`src/rtl/rs_issue_scheduler.sv`:
```
// Reservation-station scheduler: tag-based operand wakeup, lowest-index allocate/select,
// one issue per cycle over valid/ack, kill flushes all entries.

module rs_entry #(
    parameter int DATA_LEN = 32,
    parameter int RRF_SEL  = 6
) (
    input  logic                clk,
    input  logic                reset_i,
    input  logic                kill_i,
    input  logic                alloc_en,
    input  logic                free_en,
    input  logic [DATA_LEN-1:0] d_src1,
    input  logic                d_rdy1,
    input  logic [DATA_LEN-1:0] d_src2,
    input  logic                d_rdy2,
    input  logic [RRF_SEL-1:0]  d_rrftag,
    input  logic                wb_valid_i,
    input  logic [RRF_SEL-1:0]  wb_rrftag_i,
    input  logic [DATA_LEN-1:0] wb_data_i,
    output logic                valid,
    output logic [DATA_LEN-1:0] src1,
    output logic                rdy1,
    output logic [DATA_LEN-1:0] src2,
    output logic                rdy2,
    output logic [RRF_SEL-1:0]  rrftag
);
    logic wake1, wake2;

    // An entry leaving this cycle is not woken; its contents are dead anyway.
    assign wake1 = valid && !free_en && !rdy1 && wb_valid_i && (src1[RRF_SEL-1:0] == wb_rrftag_i);
    assign wake2 = valid && !free_en && !rdy2 && wb_valid_i && (src2[RRF_SEL-1:0] == wb_rrftag_i);

    always_ff @(posedge clk) begin
        if (reset_i) begin
            valid  <= 1'b0;
            src1   <= '0;
            rdy1   <= 1'b0;
            src2   <= '0;
            rdy2   <= 1'b0;
            rrftag <= '0;
        end else if (kill_i) begin
            valid <= 1'b0;
        end else if (alloc_en) begin
            valid  <= 1'b1;
            src1   <= d_src1;
            rdy1   <= d_rdy1;
            src2   <= d_src2;
            rdy2   <= d_rdy2;
            rrftag <= d_rrftag;
        end else begin
            if (free_en) valid <= 1'b0;
            if (wake1) begin
                src1 <= wb_data_i;
                rdy1 <= 1'b1;
            end
            if (wake2) begin
                src2 <= wb_data_i;
                rdy2 <= 1'b1;
            end
        end
    end
endmodule

module rs_issue_scheduler #(
    parameter int ENTRY_NUM = 4,
    parameter int DATA_LEN  = 32,
    parameter int RRF_SEL   = 6
) (
    input  logic                                clk_i,
    input  logic                                reset_i,
    input  logic                                kill_i,
    input  logic                                dp_valid_i,
    output logic                                dp_ready_o,
    input  logic [DATA_LEN-1:0]                 dp_src1_i,
    input  logic [DATA_LEN-1:0]                 dp_src2_i,
    input  logic                                dp_rdy1_i,
    input  logic                                dp_rdy2_i,
    input  logic [RRF_SEL-1:0]                  dp_rrftag_i,
    input  logic                                wb_valid_i,
    input  logic [RRF_SEL-1:0]                  wb_rrftag_i,
    input  logic [DATA_LEN-1:0]                 wb_data_i,
    output logic                                issue_valid_o,
    input  logic                                issue_ack_i,
    output logic [DATA_LEN-1:0]                 issue_src1_o,
    output logic [DATA_LEN-1:0]                 issue_src2_o,
    output logic [RRF_SEL-1:0]                  issue_rrftag_o,
    output logic [$clog2(ENTRY_NUM):0]          count_o
);
    localparam int IDX_W = $clog2(ENTRY_NUM);
    localparam int CNT_W = IDX_W + 1;

    logic [ENTRY_NUM-1:0]               valid, rdy1, rdy2;
    logic [ENTRY_NUM-1:0][DATA_LEN-1:0] src1, src2;
    logic [ENTRY_NUM-1:0][RRF_SEL-1:0]  rrftag;

    logic [CNT_W-1:0]    cnt;
    logic [IDX_W-1:0]    free_idx, sel_idx;
    logic                sel_found;
    logic                dp_accept, issue_fire;
    logic [DATA_LEN-1:0] byp_src1, byp_src2;
    logic                byp_rdy1, byp_rdy2;

    // Lowest-index free slot and lowest-index ready entry, both from registered state.
    always_comb begin
        cnt       = '0;
        free_idx  = '0;
        sel_idx   = '0;
        sel_found = 1'b0;
        for (int i = ENTRY_NUM - 1; i >= 0; i--) begin
            cnt = cnt + CNT_W'(valid[i]);
            if (!valid[i]) free_idx = IDX_W'(i);
            if (valid[i] && rdy1[i] && rdy2[i]) begin
                sel_idx   = IDX_W'(i);
                sel_found = 1'b1;
            end
        end
    end

    assign count_o       = cnt;
    assign dp_ready_o    = (cnt < CNT_W'(ENTRY_NUM));
    assign dp_accept     = dp_valid_i && dp_ready_o;
    assign issue_valid_o = sel_found;
    assign issue_fire    = sel_found && issue_ack_i;

    // Dispatch bypass: catch a broadcast that lands in the same cycle as the write.
    always_comb begin
        byp_rdy1 = dp_rdy1_i;
        byp_src1 = dp_src1_i;
        byp_rdy2 = dp_rdy2_i;
        byp_src2 = dp_src2_i;
        if (!dp_rdy1_i && wb_valid_i && (dp_src1_i[RRF_SEL-1:0] == wb_rrftag_i)) begin
            byp_rdy1 = 1'b1;
            byp_src1 = wb_data_i;
        end
        if (!dp_rdy2_i && wb_valid_i && (dp_src2_i[RRF_SEL-1:0] == wb_rrftag_i)) begin
            byp_rdy2 = 1'b1;
            byp_src2 = wb_data_i;
        end
    end

    always_comb begin
        issue_src1_o   = '0;
        issue_src2_o   = '0;
        issue_rrftag_o = '0;
        if (sel_found) begin
            issue_src1_o   = src1[sel_idx];
            issue_src2_o   = src2[sel_idx];
            issue_rrftag_o = rrftag[sel_idx];
        end
    end

    for (genvar g = 0; g < ENTRY_NUM; g++) begin : g_ent
        rs_entry #(.DATA_LEN(DATA_LEN), .RRF_SEL(RRF_SEL)) u_ent (
            .clk         (clk_i),
            .reset_i     (reset_i),
            .kill_i      (kill_i),
            .alloc_en    (dp_accept && (free_idx == IDX_W'(g))),
            .free_en     (issue_fire && (sel_idx == IDX_W'(g))),
            .d_src1      (byp_src1),
            .d_rdy1      (byp_rdy1),
            .d_src2      (byp_src2),
            .d_rdy2      (byp_rdy2),
            .d_rrftag    (dp_rrftag_i),
            .wb_valid_i  (wb_valid_i),
            .wb_rrftag_i (wb_rrftag_i),
            .wb_data_i   (wb_data_i),
            .valid       (valid[g]),
            .src1        (src1[g]),
            .rdy1        (rdy1[g]),
            .src2        (src2[g]),
            .rdy2        (rdy2[g]),
            .rrftag      (rrftag[g])
        );
    end
endmodule

```
`config.mk`:
```
export PLATFORM = sky130hd
export DESIGN_NAME = rs_issue_scheduler
export DESIGN_NICKNAME = d
export VERILOG_FILES = /design/src/rtl/rs_issue_scheduler.sv
export SDC_FILE = /design/constraint.sdc
export NUM_CORES = 1
export LEC_CHECK = 0
export CAP_MARGIN = 20
export CORE_AREA = 2 2 272 274
export CTS_BUF_LIST = sky130_fd_sc_hd__clkbuf_16
export DETAILED_ROUTE_END_ITERATION = 10
export DIE_AREA = 0 0 274 276
export PLACE_DENSITY_LB_ADDON = 0.12
export SYNTH_ARGS = -nofsm -noshare
export SYNTH_HDL_FRONTEND = slang
export SYNTH_HIERARCHICAL = 1
export SYNTH_SLANG_ARGS = --single-unit
```
`constraint.sdc`:
```
create_clock -name clk_i -period 5.6 [get_ports clk_i]
set_clock_uncertainty 0.2 [all_clocks]
set_input_delay 0.56 -clock clk_i [delete_from_list [all_inputs] [get_ports clk_i]]
set_output_delay 0.56 -clock clk_i [all_outputs]
set_load 0.05 [all_outputs]
```
After elaboration in Yosys (flattened, before gate mapping) --
Cells that the tools add are included.
Word-level totals: flip-flop bits (word level) 292, input bits 116, output and inout port bits 75
Cells by class: $add $sub $neg 3, magnitude comparators 2, equality and inequality tests 16, multiplexer cells 65, bitwise logic cells 1, reduce and logical (&&, ||, !) cells 91
Operators by type and width (count):
- 32-bit two-way mux | 22
- 32-bit binary-select mux with 2-bit select | 2
- 6-bit == test | 10
- 1-bit logical AND | 50
- 1-bit two-way mux | 30
- 2-bit AND reduction | 12
- 2-bit nonzero test | 12
- 2-bit two-way mux | 8
- 1-bit logical NOT | 14
- 6-bit binary-select mux with 2-bit select | 1
- 6-bit two-way mux | 2
- 2-bit == test (second input constant) | 4
- 2-bit by 1-bit == test with 1-bit output (second input constant) | 2
- 2-bit logical NOT | 2
- 2-bit by 1-bit adder with 3-bit output | 1
- 3-bit by 1-bit adder with 3-bit output | 1
- 2-bit by 3-bit < comparator with 1-bit output (second input constant) | 1
- 3-bit < comparator (second input constant) | 1
- 1-bit by 1-bit adder with 2-bit output | 1
- 2-bit OR reduction | 1
- 1-bit NOT | 1

Longest topological paths before layout --
depth in word-level cells 15, gate-level depth with buffers 14, gate-level depth less buffers 12

By module --
The synthesis kept the hierarchy.
Modules (own cells, without submodules):
- rs_entry | times used 4, cells an instance 391, area an instance 3766.1 sq um, seq. area each 1461.4 sq um
- rs_issue_scheduler | times used 1, cells an instance 446, area an instance 3019.1 sq um, seq. area each 0.0 sq um

Worst setup path before layout --
Ideal clock, no wire load.
kind reg2reg, start point register g_ent[0].u_ent.valid, end point register g_ent[3].u_ent.src1[12], library setup time 0.080 ns, arrival time 3.609 ns, path slack 1.710 ns, cell stages (with the launch flop) 14, path buffers 3, cell sequence dfxtp_1 -> inv_1 -> fa_1 -> inv_1 -> ha_1 -> ha_1 -> inv_1 -> nand4_1 -> nor3b_1 -> clkbuf_1 -> clkbuf_1 -> clkbuf_1 -> a21oi_1 -> a211oi_2
On the way: elaborated cells on any way between the ends 21
RTL lines:
- start, declared | RTL line 21 | output logic valid,
- start signal, assigned | RTL line 36 | valid <= 1'b0;
- start signal, assigned | RTL line 43 | valid <= 1'b0;
- start signal, assigned | RTL line 45 | valid <= 1'b1;
- 3-bit by 1-bit adder with 3-bit output (*) | RTL line 111 | cnt = cnt + CNT_W'(valid[i]);
- net count_o[2] | RTL line 88 | output logic [$clog2(ENTRY_NUM):0] count_o
- 3-bit < comparator (*) | RTL line 121 | assign dp_ready_o = (cnt < CNT_W'(ENTRY_NUM));
- net dp_ready_o | RTL line 74 | output logic dp_ready_o,
- 1-bit logical AND (*) | RTL line 122 | assign dp_accept = dp_valid_i && dp_ready_o;
- 1-bit logical AND (*) | RTL line 158 | .alloc_en (dp_accept && (free_idx == IDX_W'(g))),
- 2-bit nonzero test (no source line)
- 2-bit AND reduction (no source line)
- end signal, assigned | RTL line 46 | src1 <= d_src1;
- end signal, assigned | RTL line 54 | src1 <= wb_data_i;
- end, declared | RTL line 22 | output logic [DATA_LEN-1:0] src1,
The timed path passes the listed nets; every way through them passes the cells marked *. A chain may end at the register's enable or synchronous reset.

Worst setup path after layout --
start point register g_ent[2].u_ent.valid, end point output issue_src1_o[4]
On the way: word-level cells in the longest chain between the ends 8, elaborated cells on any way between the ends 11
Ends and longest elaborated chain:
- start, declared | RTL line 21
- start signal, assigned | RTL line 36
- start signal, assigned | RTL line 43
- start signal, assigned | RTL line 45
- 1-bit logical AND (*) (2 in a row) | RTL line 113 | if (valid[i] && rdy1[i] && rdy2[i]) begin
- 2-bit two-way mux (3 in a row) | RTL line 113
- 32-bit binary-select mux with 2-bit select | RTL line 147 | issue_src1_o = src1[sel_idx];
- 32-bit two-way mux (implied by the code) | RTL line 147
- 32-bit two-way mux (*) | RTL line 146 | if (sel_found) begin
- end, declared | RTL line 85 | output logic [DATA_LEN-1:0] issue_src1_o,
Mark *: on every way between the ends. The rest lies on a longest branch, timed or not. The select of a mux whose other input is x is not followed.

==> impl_metrics.toml <==
[outcome]
status = "complete, no violations"

[global_routing]
grt_pass1_vias = 17371
track_usage_pct = 21.9
overflow = 0
grt_max_degree = 139
antenna_found_initial = 1
grt_pass1_wl_um = 124000

[placement]
dpl.cell_count = 2982
hpwl_um = 51800
numPortBuffers = 190
place_area_um2 = 20400
place.gp.congestion = 0.787
post-place-ws_ns = 1.27

[timing]
fin_crit_sh_pct = 86.0
fin_crit_ns = 4.82
worst_pin_slew_ns = 1.23
setup_viol = 0
drv_slew = 0
tns_ns = 0
worst_slack_ns = 0.782
hold_violations = 0
relSlewSlack_pct = 17.8
rsz0062_at_grt = "false"
max_freq_mhz = 208

[floorplan]
start_util_pct = 24.9
num_rows = 99
die_y_um = 276
die_area_um2 = 75600
io_pins = 191
fp.coreArea_um2 = 72600
die_x_um = 274

[pwr]
p_sw_share_pct = 28.7
clkPwrFrac_pct = 45.7
p_seq_share_pct = 41.5
combinationalPowerShare_pct = 12.8
p_leak_nw = 6.77
p_per_area_nw_per_um2 = 241
p_sw_mw = 1.49
vdd_drop_max_v = 0.000173
p_int_mw = 3.71

[hold_path]
min_delay_path_depth = 2
hold_path_class = "register to register"

[layout]
area.growth.synth_to_final_pct = 19.1
utilization_pct = 29.7
nFillCells = 7690
multiInputGateArea_um2 = 10900
antenna_cells = 0
stdcell_area_um2 = 21500
drive_gt1_share_pct = 16.5
stdcell_count = 3050
register_area_um2 = 5850
nets = 2185

[yosys]
synth_area_leaders = "dfxtp_1 32%, a211oi_1 16%, a211oi_2 8.9%, a21oi_1 7.9%, nor2b_1 4.4%"
ys_warn_count = 6
synth-edff-count = 0
netlist_instances = 2010
synth_seq_cells = 292
syn_nets = 2130
async_reset_ff_share_pct = 0
postSynthAreaPerCell_um2 = 9.00
synthFlopType = "dfxtp_1"
yosys.area.top_type = "dfxtp_1"
synth_top_area_share_pct = 32.3
yosys.cell_types.count = 38
synth_area_um2 = 18100
synth_seq_area_share_pct = 32.3

[job]
max_cap_violations = 0

[routing]
routed_via_density = 5.71
drt_iter0_markers = 1592
drt_wl_total_um = 85300
drc = 0
first_pass_iters = 5
ant_nets = 0
wire_per_inst_um = 28.0
vias = 17415

[clocking]
root_buffer = "clkbuf_16"
tritoncts = "yes"
hold_buffers = 0
cts.sink_count = 292
cts_resized = 0
clkTransAtPathRegs_ns = 0.06
cts_htree_levels = 2
clock_path_buffers = 3
insertion_delay_ns = 0.57
cts_setup_buffers = 0
cts_made_buffers = 39

[worst_setup_path]
r2r_cells = 11
start_kind = "register"
worstSetupEndpointType = "output pin"
critPathMaxFanout = 36
crit_arrival_ns = 4.06
crit_type = "register to output pin"
cp.required_ns = 4.84
==> logic make-up after synthesis <==
family                   count (synthesis)  share of synthesized area, %
adder cells (fa/ha/maj)                  4                         0.318
multiplexers                            64                          4.59
XOR/XNOR                                60                          2.91
AO/OA/AOI/OAI                         1023                          40.9
flip-flops                             292                          32.3
buffers and inverters                  245                          7.83
AND/OR/NAND/NOR                        322                          11.1
==> flip-flops by register name, summed over array words and instances, names as in the netlist <==
signal	count
g_ent.u_ent/valid	4
g_ent.u_ent/rrftag	24
g_ent.u_ent/src2	128
g_ent.u_ent/rdy1	4
g_ent.u_ent/src1	128
g_ent.u_ent/rdy2	4
==> synth_stat cells, types with 2 or more instances <==
master and instances:
buf_1 12, mux2_2 35, nor2_1 18, nand3_1 5
ha_1 3, nor3b_1 2, nand4_1 2, o21ai_0 119
nor4_4 16, buf_4 12, o21ai_1 21, dfxtp_1 292
a21oi_1 285, nor2b_1 128, clkbuf_1 121, inv_1 10
nand2b_1 6, and3_1 4, a21o_4 8, nand4_2 2
nand2_1 120, o21a_1 8, nand4bb_4 4, mux2_4 29
nor3_1 7, and2b_1 4, a211oi_1 384, buf_6 54
buf_2 36, a211oi_2 128, xnor2_1 4, a221oi_1 70
xor2_1 56
==> power by group through the flow <==
stage	logic (mW)	registers, mW	clock network [mW]
2_1_floorplan	0.405	2.19	0
3_3_place_gp	0.658	2.20	0
3_5_place_dp	0.658	2.20	0
4_1_cts	0.662	2.16	2.43
5_1_grt	0.712	2.16	2.50
6_report	0.666	2.16	2.37
==> path summary, 6_finish.rpt <==
check	start	endpoint	slack [ns]
min	g_ent[1].u_ent/rrftag[0]	g_ent[1].u_ent/rrftag[0]	0.25
max	g_ent[2].u_ent/valid	issue_src1_o[4]	0.78
min reg2reg	g_ent[1].u_ent/rrftag[0]	g_ent[1].u_ent/rrftag[0]	0.25
max reg2reg	g_ent[0].u_ent/valid	g_ent[3].u_ent/src2[7]	1.43
==> final cells by class <==
class,count,share of cell area [%]
sequential,292,27.1
clock inverter,27,0.709
clock buffer,40,4.65
inverter,10,0.174
multi-input combinational,1473,50.5
timing repair buffer,249,11.2
tap,959,5.57
==> per-stage QoR <==
| stage | power, mW | hold WS (ns) |
|---|---|---|
| 3_5_place_dp | 2.86 | 0.248 |
| 2_1_floorplan | 2.60 | 0.233 |
| 5_1_grt | 5.37 | 0.269 |
| 4_1_cts | 5.25 | 0.256 |
| 6_report | 5.20 | 0.253 |
| 3_3_place_gp | 2.86 | 0.239 |
==> routing by layer <==
layer  share of wire, %  global-route usage, %
met1                 46                   30.1
met5                  0                      0
met2                 46                   34.9
met4                3.6                   7.86
met3                5.1                   2.85
==> worst max-delay path, cell delays in order, from the launching register on <==
cell and delay, ns:
dfxtp_1 0.44, and3_2 0.37, nor2_4 0.63, buf_12 0.34, a221oi_1 0.12, o21ai_0 0.64, clkdlybuf4s50_1 0.94
==> cells in the final DEF, fill, tap and decap left out, types with 16 or more instances in the layout <==
cell	instances
clkbuf_16	40
a221oi_1	70
o21ai_0	119
clkdlybuf4s50_1	189
xor2_1	56
nor4_4	16
a211oi_2	128
a211oi_1	384
nor2b_1	128
a21oi_1	284
nand2_1	120
mux2_2	35
inv_1	20
dfxtp_1	292
buf_4	54
nor2_1	17
o21ai_1	21
mux2_4	29
(Power assumes the default switching activity.)
